$ cat src/rtl/pipe_pkg.sv
// Shared pipeline types: IF/ID payload layout and address constants.
// Stage buffers size their payload from these types.
package pipe_pkg;

  localparam int ADDR_W = 32;

  typedef struct packed {
    logic [ADDR_W-1:0] pc;
    logic [ADDR_W-1:0] branch_addr;
    logic              branch;
  } if_id_payload_t;

  localparam logic [ADDR_W-1:0] ADDR_INVALID = '1;

endpackage

$ cat src/rtl/pipe_ring_buf.sv
// Ring storage for the stage buffer.
// One write port, asynchronous read at rd_ptr.
module pipe_ring_buf #(
  parameter int DATA_W = 65,
  parameter int DEPTH  = 2,
  parameter int PTR_W  = 1
) (
  input  logic              clk,
  input  logic              rst,
  input  logic              we,
  input  logic [PTR_W-1:0]  wr_ptr,
  input  logic [DATA_W-1:0] wdata,
  input  logic [PTR_W-1:0]  rd_ptr,
  output logic [DATA_W-1:0] rdata
);

  logic [DATA_W-1:0] mem [DEPTH];

  always_ff @(posedge clk or negedge rst) begin
    if (!rst) begin
      for (int i = 0; i < DEPTH; i++)
        mem[i] <= '0;
    end else if (we) begin
      mem[wr_ptr] <= wdata;
    end
  end

  assign rdata = mem[rd_ptr];

endmodule

$ cat src/rtl/pipe_stage_buf.sv
// In-order skid buffer between pipeline stages.
// ts_ready is a function of registered occupancy only.
module pipe_stage_buf
  import pipe_pkg::*;
#(
  parameter int DATA_W = $bits(if_id_payload_t),
  parameter int DEPTH  = 2,
  parameter int CNT_W  = 16
) (
  input  logic                       clk,
  input  logic                       rst,
  input  logic                       ls_valid,
  output logic                       ts_ready,
  input  logic [DATA_W-1:0]          in_data,
  output logic                       ts_valid,
  input  logic                       ns_ready,
  output logic [DATA_W-1:0]          out_data,
  input  logic                       stall,
  input  logic                       flush,
  output logic [$clog2(DEPTH+1)-1:0] occupancy,
  output logic [CNT_W-1:0]           stall_cnt
);

  localparam int OCC_W = $clog2(DEPTH + 1);
  localparam int PTR_W = (DEPTH > 1) ? $clog2(DEPTH) : 1;

  logic [PTR_W-1:0] wr_ptr;
  logic [PTR_W-1:0] rd_ptr;
  logic             push;
  logic             pop;

  function automatic logic [PTR_W-1:0] ptr_inc(
    input logic [PTR_W-1:0] p
  );
    if (p == PTR_W'(DEPTH - 1))
      return '0;
    return p + PTR_W'(1);
  endfunction

  assign ts_valid = (occupancy != '0);
  assign ts_ready = (occupancy != OCC_W'(DEPTH));
  assign push = ls_valid & ts_ready & ~stall & ~flush;
  assign pop  = ts_valid & ns_ready & ~stall & ~flush;

  always_ff @(posedge clk or negedge rst) begin
    if (!rst) begin
      occupancy <= '0;
      wr_ptr    <= '0;
      rd_ptr    <= '0;
    end else if (flush) begin
      occupancy <= '0;
      wr_ptr    <= '0;
      rd_ptr    <= '0;
    end else if (!stall) begin
      if (push)
        wr_ptr <= ptr_inc(wr_ptr);
      if (pop)
        rd_ptr <= ptr_inc(rd_ptr);
      unique case ({push, pop})
        2'b10:   occupancy <= occupancy + OCC_W'(1);
        2'b01:   occupancy <= occupancy - OCC_W'(1);
        default: occupancy <= occupancy;
      endcase
    end
  end

  // Saturating count of cycles a valid payload sat frozen
  always_ff @(posedge clk or negedge rst) begin
    if (!rst)
      stall_cnt <= '0;
    else if (stall && ts_valid && stall_cnt != '1)
      stall_cnt <= stall_cnt + CNT_W'(1);
  end

  pipe_ring_buf #(
    .DATA_W (DATA_W),
    .DEPTH  (DEPTH),
    .PTR_W  (PTR_W)
  ) u_ring (
    .clk    (clk),
    .rst    (rst),
    .we     (push),
    .wr_ptr (wr_ptr),
    .wdata  (in_data),
    .rd_ptr (rd_ptr),
    .rdata  (out_data)
  );

  a_no_push_full: assert property (@(posedge clk) disable iff (!rst)
    !(push && occupancy == OCC_W'(DEPTH)));
  a_no_pop_empty: assert property (@(posedge clk) disable iff (!rst)
    !(pop && occupancy == '0));
  a_occ_range: assert property (@(posedge clk) disable iff (!rst)
    occupancy <= OCC_W'(DEPTH));

endmodule

$ cat config.mk
export PLATFORM = sky130hd
export DESIGN_NAME = pipe_stage_buf
export DESIGN_NICKNAME = d
export VERILOG_FILES = /design/src/rtl/pipe_pkg.sv /design/src/rtl/pipe_ring_buf.sv /design/src/rtl/pipe_stage_buf.sv
export SDC_FILE = /design/constraint.sdc
export NUM_CORES = 1
export LEC_CHECK = 0
export CORE_UTILIZATION = 45
export DETAILED_ROUTE_END_ITERATION = 12
export GPL_ROUTABILITY_DRIVEN = 0
export PLACE_DENSITY = 0.76
export SLEW_MARGIN = 20
export SYNTH_ARGS = -nofsm -noshare
export SYNTH_HDL_FRONTEND = slang
export SYNTH_HIERARCHICAL = 1
export SYNTH_SLANG_ARGS = --single-unit
$ cat constraint.sdc
create_clock -name clk -period 1.93 [get_ports clk]
set_input_delay 0.2895 -clock clk [delete_from_list [all_inputs] [get_ports clk]]
set_output_delay 0.2895 -clock clk [all_outputs]
set_load 0.01 [all_outputs]
Yosys cells after proc, flatten, opt, wreduce, memory -nomap -nowiden. Index checks and enable logic that the tools add are counted. W data, S select, Z words.

Add/sub/neg operators: 5. Multipliers: 0. Div/mod/pow operators: 0. Magnitude comparators: 3. Eq/ne operators: 5. Shift-type cells: 0. Multiplexer cells: 27. Bitwise operators: 10. Reduce and logical (&&, ||, !) cells: 10.

Operators with widths (number): $mux W65 (4); $bwmux W130 (1); $demux W65 S1 (1); $mux W1 (18); $add A16 B1 Y16 const B (1); $ne A16 B16 Y1 const B (1); $and A1 B1 Y1 (6); $reduce_and A2 Y1 (3); $reduce_bool A2 Y1 (3); $ge A2 B2 Y1 const B (2); $mux W2 (2); $not A1 Y2 (2); $pmux W2 S2 (1); $logic_and A1 B1 Y1 (3); $reduce_bool A3 Y1 (1); $add A1 B1 Y1 const B (2); $add A2 B1 Y2 const B (1); $eq A2 B1 Y1 const B (1); $eq A2 B2 Y1 const B (1); $lt A2 B1 Y1 const B (1); $ne A2 B1 Y1 const B (1); $ne A2 B2 Y1 const B (1); $not A1 Y1 (2); $sub A2 B1 Y2 const B (1).

Flip-flop bits (word level): 150. Bits in latches: 0. RAM bits: 0. Memory bits (read-only): 0. Logic and storage cells: 66. Memories: 0.

Logic depth before layout (Yosys ltp). Gate-level depths: netlist of the first run.

Depth in word-level cells: 11. Depth in mapped cells: 7. Gate-level depth less buffers: 5.

Hierarchy. Netlist of the first run, hierarchy kept.

By module, submodules not included: pipe_ring_buf (instances 1, cells each 348, area each 5632.9 um^2, seq. area each 3253.1 um^2); pipe_stage_buf (instances 1, cells each 101, area each 1043.5 um^2, seq. area each 500.5 um^2).

Least setup slack after synthesis of the first run. OpenSTA, ideal clock, no wires.

Path kind: reg2reg. From: reg stall_cnt[0]. To: reg stall_cnt[1]. Data arrival time: 1.815 ns. Data required time: 1.805 ns. Setup slack: -0.010 ns. Stages on the path, launching flop included: 7. Clock period less this slack: 1.940 ns. Cells stage by stage: dfrtp_1 ha_1 nand4_2 or3_1 buf_6 o21ai_4 mux2_4.

Longest elaborated chain between the ends: 2.

RTL lines: start: declaration (line pipe_stage_buf.sv:21) `output logic [CNT_W-1:0] stall_cnt`; start signal: assignment (line pipe_stage_buf.sv:72) `stall_cnt <= stall_cnt + CNT_W'(1);`; branches (longest 2 deep; another with $add A16 B1 Y16).

Several ways; the timed one is not identified. A chain may end at the register's enable or synchronous reset.

Final worst setup path of the first run.
From: reg rd_ptr. To: out out_data[64].

Longest elaborated chain between the ends: 4.

RTL lines: start: declaration (line pipe_stage_buf.sv:28) `logic [PTR_W-1:0] rd_ptr;`; start signal: assignment (line pipe_stage_buf.sv:58) `rd_ptr <= ptr_inc(rd_ptr);`; $not A1 Y2 (not written as such) (line pipe_ring_buf.sv:28) `assign rdata = mem[rd_ptr];`; $mux W65 (not written as such) (3 in series) (line pipe_ring_buf.sv:28); end: declaration (line pipe_stage_buf.sv:17) `output logic [DATA_W-1:0] out_data,`.

Every way passes these cells. The select of a mux whose other input is x is not followed.

==> impl_results.md, run 1 <==
* Status: complete, but fails checks
* Violated checks: setup timing
* Asr flop ratio synth at 100.0%
* Worst Reg2Reg Path Length in Cells at 6
* Post-synth EDFFs at 0
* H-tree Lvls at 4
* Port Buffers at 155
* Initial antenna violation count at 0
* Worst Path Arrival at 1.69 ns
* Final setup slack of the worst path at -0.04554 ns
* Required time worst endpoint at 1.64 ns
* Tmin final at 1.976 ns
* Layout area overhead at 38.83%
* Most used standard cell by instance count after synthesis: dfrtp_1
* Synth top area cells: dfrtp_1 (56%), mux2_2 (24%), mux2_1 (8.4%)
* Unique masters post-synth at 33
* Synthesis Warnings at 6
* Final setup fails at 41
* Peak fanout along the critical path at 8
* Clock Skews at 0.006671 ns
* Area occupied by multi-input gates at 2789 um^2
* Final Cell Area at 9269 um^2
* Clock Pin Slew Worst Setup and Hold Paths at 0.06 ns
* 1st-iter DRT viols at 128
* Post-synth top area share at 56.22%
* Number of global-route vias before repair at 4495
* CTS Sinks at 150
* Global-route wire length before repair at 23.05 mm
* Synth Net Count at 521
* CTS Buf Count at 17
* Post-DP HPWL at 9.366 mm
* VDD IR max at 636.9 uV
* Post-synthesis cell area at 6676 um^2
* IO Count at 156
* Fillers at 1108
* CP Capture Type: primary output
* Max Clk Rate at 0.5062 GHz
* Max-Cap Viols at 0
* Dpl ws at -0.3939 ns
* WS Path Type: flip-flop to primary output
* Row count at 44
* Synth Register Bits at 150
* GR Util All Layers at 20.06%
* Largest net degree at the start of global routing at 57
* Storage cell area at 3756 um^2
* Cell count after synthesis at 449
* CTS max path bufs at 2
* Synth Flop Type: dfrtp_1
* Cell Area, Placed at 8539 um^2
* TritonCTS clock tree: built
* Final Hold Viols at 0
* Initial Utilization at 46.11%
* Static leakage at 4.129 nW
* Setup crit start: rd_ptr$_DFFE_PN0P_
* Critical Path Sink: out_data[64]
* Via/cell ratio at 5.183
* Worst-Skew Late Latency at 0.42 ns
* Unrepaired setup endpoints after global routing: yes
* Vias at 4343
* Initial DRT Pass Iterations at 4
* Detail Route Antenna Nets at 0
* Slew headroom at 67.75%
* Max Slew Vio Count at 0
* Fin crit share at 102.4%
* Share of layout cells above drive strength 1 at 44.65%
* DIE AREA at 15330 um^2
* Worst-margin pin slew at 0.4838 ns
* Startpoint class of the critical path: flip-flop
* Die width at 123.8 um
* Routed WL per cell at 17.93 um
* Reg2reg setup slack at 0.11 ns
* HP Class: input port to async pin
* Syn avg cell area at 14.87 um^2
* Gr ovfl total at 0
* FF-to-FF Start: stall_cnt[0]$_DFFE_PN0P_
* Die Span Y at 123.8 um
* Nets at 713
* CTS root buffer: clkbuf_16
* Core footprint at 14480 um^2
* DRT Wirelength at 15.03 mm
* Post-synth top cells: dfrtp_1 (150), mux2_2 (145), mux2_1 (50), buf_6 (12)
* Ant diodes at 0
* Power per standard cell area at 1097 nW/um^2
* FF-to-FF End: stall_cnt[2]$_DFFE_PN0P_
* Seq/Total Area, Yosys at 56.22%
* DRC at 0
* Post-synth top area cell: dfrtp_1
## state kept, by name, indices dropped and copies added, names as in the netlist
signal	count
rd_ptr	1
wr_ptr	1
stall_cnt	16
occupancy	2
u_ring/mem	130
## cell families (layout without fill, tap and decap cells)
kind of cell,count (synthesis),after routing,synth area share [%]
compound gates,18,18,1.818
xor+xnor,17,17,2.230
fa+ha+maj,1,1,0.1874
buf+inv,23,228,2.830
flops,150,150,56.22
mux,196,196,33.11
simple gates,44,44,3.598
## worst max-delay path: stages (launching register included)
cell and delay (ns):
dfrtp_2 0.40, buf_6 0.14, buf_12 0.14, buf_12 0.15
mux2_4 0.31, buf_6 0.12
## where the power goes
group / internal [mW] / total [mW] / leakage [nW] / switching, mW
combinational: 1.46 / 2.38 / 1.97 / 0.916
clock: 2.19 / 3.46 / 0.303 / 1.27
sequential: 3.91 / 4.32 / 1.86 / 0.413
total: 7.56 / 10.2 / 4.13 / 2.60
## placed cells by master (no fill, tap or decap), types with 4 or more instances in the layout
cell type	n
o211ai_1	4
xnor2_1	10
dfrtp_1	148
buf_2	14
nor3_1	4
bufinv_16	4
mux2_1	50
nand2_1	8
clkbuf_16	19
mux2_4	9
buf_4	23
clkbuf_2	31
mux2_2	137
buf_12	11
o21ai_0	7
nor4_1	5
xor2_1	7
clkinv_2	5
clkdlybuf4s50_1	88
nor2_1	6
buf_6	21
## layout make-up
| class | count | share of cell area, % |
|---|---|---|
| sequential | 150 | 40.52 |
| clock buffer | 19 | 4.779 |
| multi-input combinational | 276 | 30.09 |
| timing repair buffer | 195 | 20.17 |
| clock inverter | 13 | 1.917 |
| tap | 184 | 2.484 |
| inverter | 1 | 0.04050 |
## per-layer routing
layer,part of all wire (%),up-vias,track usage [%]
met3,6.5,21,5.723
met1,44,2188,26.63
met4,1.3,0,7.003
li1,-,2013,-
met2,48,121,31.35
met5,0,-,0
## metrics by stage
| step | hold WS, ns | TNS (ns) | utilization, % | power (mW) | cells |
|---|---|---|---|---|---|
| 2_1_floorplan | -0.006091 | 0 | - | 5.542 | 449 |
| 3_3_place_gp | 0.2562 | -35.49 | 58.98 | 6.706 | 787 |
| 3_5_place_dp | 0.2628 | -41.10 | 58.98 | 6.844 | 787 |
| 4_1_cts | 0.3875 | -4.754 | 63.37 | 10.15 | 828 |
| 5_1_grt | 0.4023 | -3.319 | 64.02 | 10.69 | 838 |
| 6_report | 0.3889 | -0.9016 | 64.02 | 10.16 | 838 |
## how the worst min path moves through the flow
| stage | slack (ns) | cells past startpoint | start | to |
|---|---|---|---|---|
| final | 0.39 | 2 | rst | u_ring/mem[83]$_DFFE_PN0P_ |
| after global routing | 0.40 | 2 | rst | u_ring/mem[83]$_DFFE_PN0P_ |
| after CTS | 0.39 | 2 | rst | u_ring/mem[18]$_DFFE_PN0P_ |
| after detailed placement | 0.26 | 1 | rst | u_ring/mem[18]$_DFFE_PN0P_ |
| after global placement | 0.26 | 1 | rst | u_ring/mem[103]$_DFFE_PN0P_ |
| after floorplan | -0.006 | 0 | rst | occupancy[0]$_DFFE_PN0P_ |
## repair_timing
action                                  4_1_cts  5_1_grt
gates cloned                                  4        2
endpoints found under the setup margin       66      113
hold buffers                                  1        0
setup buffers                                 4       10
endpoints found under the hold margin        47        0
resized for setup                           179       94
pin swaps                                     0        0
Power figures use the tool's default switching activity.
==> inputs of run 2 (changes only) <==
CORE_UTILIZATION = 54   (was 45)
PLACE_DENSITY = 0.85   (was 0.76)
clock period = 2.4 ns   (was 1.93 ns; I/O delays follow)
==> run 2 against run 1 <==
Effect of this change:
- the flow now finishes without violations
- total power shrank 21%
- highest routed layer unchanged
- routed wire length fell by 5.8%
- critical endpoint is now out_data[63]
- die area shrank 16%
- utilization increased by 11 points
- non-clock buffer count decreased by 27
- worst setup slack better by 0.12 ns
- via count decreased by 1.9%
- sequential power fell by 19%
- clock skew increased by 0.0012 ns
- first-iteration DRC count rose by 7.8%
- critical path depth decreased by 2
==> impl_results.md, run 2 (synthesized netlist as in run 1, its figures left out) <==
* Nets at 686 (-3.8%)
* Startpoint class of the critical path: flip-flop
* Max Clk Rate at 0.4302 GHz
* GR Util All Layers at 23.98% (+3.9 points)
* Most frequent cells in the layout: clkdlybuf4s50_1 (154), dfrtp_1 (149), mux2_2 (145), mux2_1 (50), clkbuf_16 (17)
* # resized after CTS at 0 (-100%)
* CTS Buf Count at 17 (unchanged)
* Number of global-route vias before repair at 4640 (+3.2%)
* HP Class: flip-flop to flip-flop
* Max-Cap Viols at 0 (unchanged)
* FF-to-FF End: stall_cnt[1]$_DFFE_PN0P_
* Fin crit share at 96.86%
* CTS max path bufs at 2 (unchanged)
* Unrepaired setup endpoints after global routing: no
* Worst Path Arrival at 1.96 ns (+0.27 ns)
* VDD IR max at 647.1 uV (+1.6%)
* Die Span Y at 113.2 um (-8.6%)
* Final Cell Area at 9004 um^2 (-2.9%)
* Routed WL per cell at 18.32 um (+2.2%)
* H-tree Lvls at 4 (unchanged)
* Static leakage at 3.842 nW (-7.0%)
* Max FFs per register at 130 (unchanged)
* Initial DRT Pass Iterations at 4 (unchanged)
* Ant diodes at 0 (unchanged)
* Gr ovfl total at 0 (unchanged)
* Final Hold Viols at 0 (unchanged)
* Cell Area, Placed at 8422 um^2 (-1.4%)
* Setup crit start: rd_ptr$_DFFE_PN0P_
* Port Buffers at 155 (unchanged)
* Max Slew Vio Count at 0 (unchanged)
* Slew headroom at 59.67% (-8.1 points)
* Core footprint at 12010 um^2 (-17%)
* Via/cell ratio at 5.511 (+6.3%)
* TritonCTS clock tree: built
* CP Capture Type: primary output
* Most common cell after layout, fill and taps aside: clkdlybuf4s50_1
* Fin util at 74.96% (+11 points)
* 1st-iter DRT viols at 138 (+7.8%)
* Hold Path Cell Cnt at 1
* FF-to-FF Start: stall_cnt[0]$_DFFE_PN0P_
* Worst-margin pin slew at 0.6050 ns (+0.1212 ns)
* Die width at 113.2 um (-8.6%)
* Status: finished clean
* Clock Skews at 0.007892 ns (+0.001221 ns)
* WS Path Type: flip-flop to primary output
* Crit-path cells: buf_12 -> mux2_2 -> clkdlybuf4s50_1
* CP Buf/Inv Count at 2 (-2)
* Final setup fails at 0 (-100%)
* Clock Pin Slew Worst Setup and Hold Paths at 0.06 ns (about the same)
* Vias at 4260 (-1.9%)
* CTS root buffer: clkbuf_16
* Largest Register: u_ring/mem
* Worst Reg2Reg Path Length in Cells at 5 (-1)
* Tmin final at 2.325 ns
* Worst hold slack at 0.4831 ns (+0.09414 ns)
* Required time worst endpoint at 2.04 ns (+0.40 ns)
* Row count at 40 (-9.1%)
* Initial Utilization at 55.58% (+9.5 points)
* Critical Path Max Stage Delay at 0.51 ns (+0.11 ns)
* Global-route wire length before repair at 23.52 mm (+2.0%)
* Largest net degree at the start of global routing at 66 (+16%)
* Power per standard cell area at 892.0 nW/um^2 (-19%)
* CTS Sinks at 150 (unchanged)
* Layout area overhead at 34.86%
* Initial antenna violation count at 0 (unchanged)
* DIE AREA at 12810 um^2 (-16%)
* Detail Route Antenna Nets at 0 (unchanged)
* Biggest regs: u_ring/mem: 130 flops, stall_cnt: 16 flops, occupancy: 2 flops
* Worst hold path endpoint: u_ring/mem[25]$_DFFE_PN0P_
* Post-DP HPWL at 9.556 mm (+2.0%)
* IO Count at 156 (unchanged)
* Peak fanout along the critical path at 28 (+20)
* Reg2reg setup slack at 0.27 ns (+0.16 ns)
* HP Start: u_ring/mem[25]$_DFFE_PN0P_
* DRC at 0 (unchanged)
* Delay-heaviest family, CP: buffers and inverters
* Worst-Skew Late Latency at 0.41 ns (about the same)
* Slowest-stage cell, CP: clkdlybuf4s50_1
* TNS Setup at 0 ns (+0.9016 ns)
* Share of layout cells above drive strength 1 at 30.19% (-14 points)
* DRT Wirelength at 14.16 mm (-5.8%)
* Fillers at 777 (-30%)
[run 2: routing by layer]
| layer | routed length, um | share of wire, % | global-route usage, % |
|---|---|---|---|
| met5 | 0 | 0 | 0 |
| met4 | 153 | 1.1 | 7.105 |
| met3 | 803 | 5.7 | 6.802 |
| met2 | 7016 | 50 | 39.51 |
| met1 | 6189 | 44 | 30.98 |
[run 2: final cells by class]
class / count / area [um^2] / share of cell area [%]
Multi-Input combinational cell: 276 / 2749 / 30.53
Clock buffer: 28 / 506.7 / 5.628
Sequential cell: 150 / 3755 / 41.70
Timing Repair Buffer: 168 / 1740 / 19.33
Clock inverter: 3 / 65.06 / 0.7226
Inverter: 1 / 3.754 / 0.04169
Tap cell: 147 / 183.9 / 2.043
[run 2: how the worst max path moves through the flow]
| stage | slack [ns] | cells after the start | end |
|---|---|---|---|
| after CTS | 0.06 | 3 | out_data[0] |
| final | 0.08 | 3 | out_data[63] |
| after floorplan | 0.46 | 6 | stall_cnt[1]$_DFFE_PN0P_ |
| after detailed placement | -0.03 | 7 | u_ring/mem[123]$_DFFE_PN0P_ |
| after global routing | 0.009 | 3 | out_data[63] |
| after global placement | 0.008 | 7 | u_ring/mem[78]$_DFFE_PN0P_ |
[run 2: power breakdown]
group	total (mW)	leakage (nW)	internal, mW	switching, mW
logic	1.98	1.70	1.28	0.699
clock network	2.57	0.279	1.64	0.934
registers	3.48	1.86	3.14	0.340
total	8.03	3.84	6.06	1.97
[run 2: per-stage QoR]
stage | power (mW) | instances | setup WS, ns
floorplan | 4.453 | 449 | 0.4600
global placement | 5.372 | 741 | 0.008470
CTS | 8.110 | 773 | 0.05736
finish | 8.032 | 773 | 0.07534
detailed placement | 5.503 | 741 | -0.03418
global route | 8.432 | 773 | 0.008739
[run 2: repair_timing]
action	CTS	global route
hold endpoints to repair	62	0
setup buffers	0	0
hold buffers	1	0
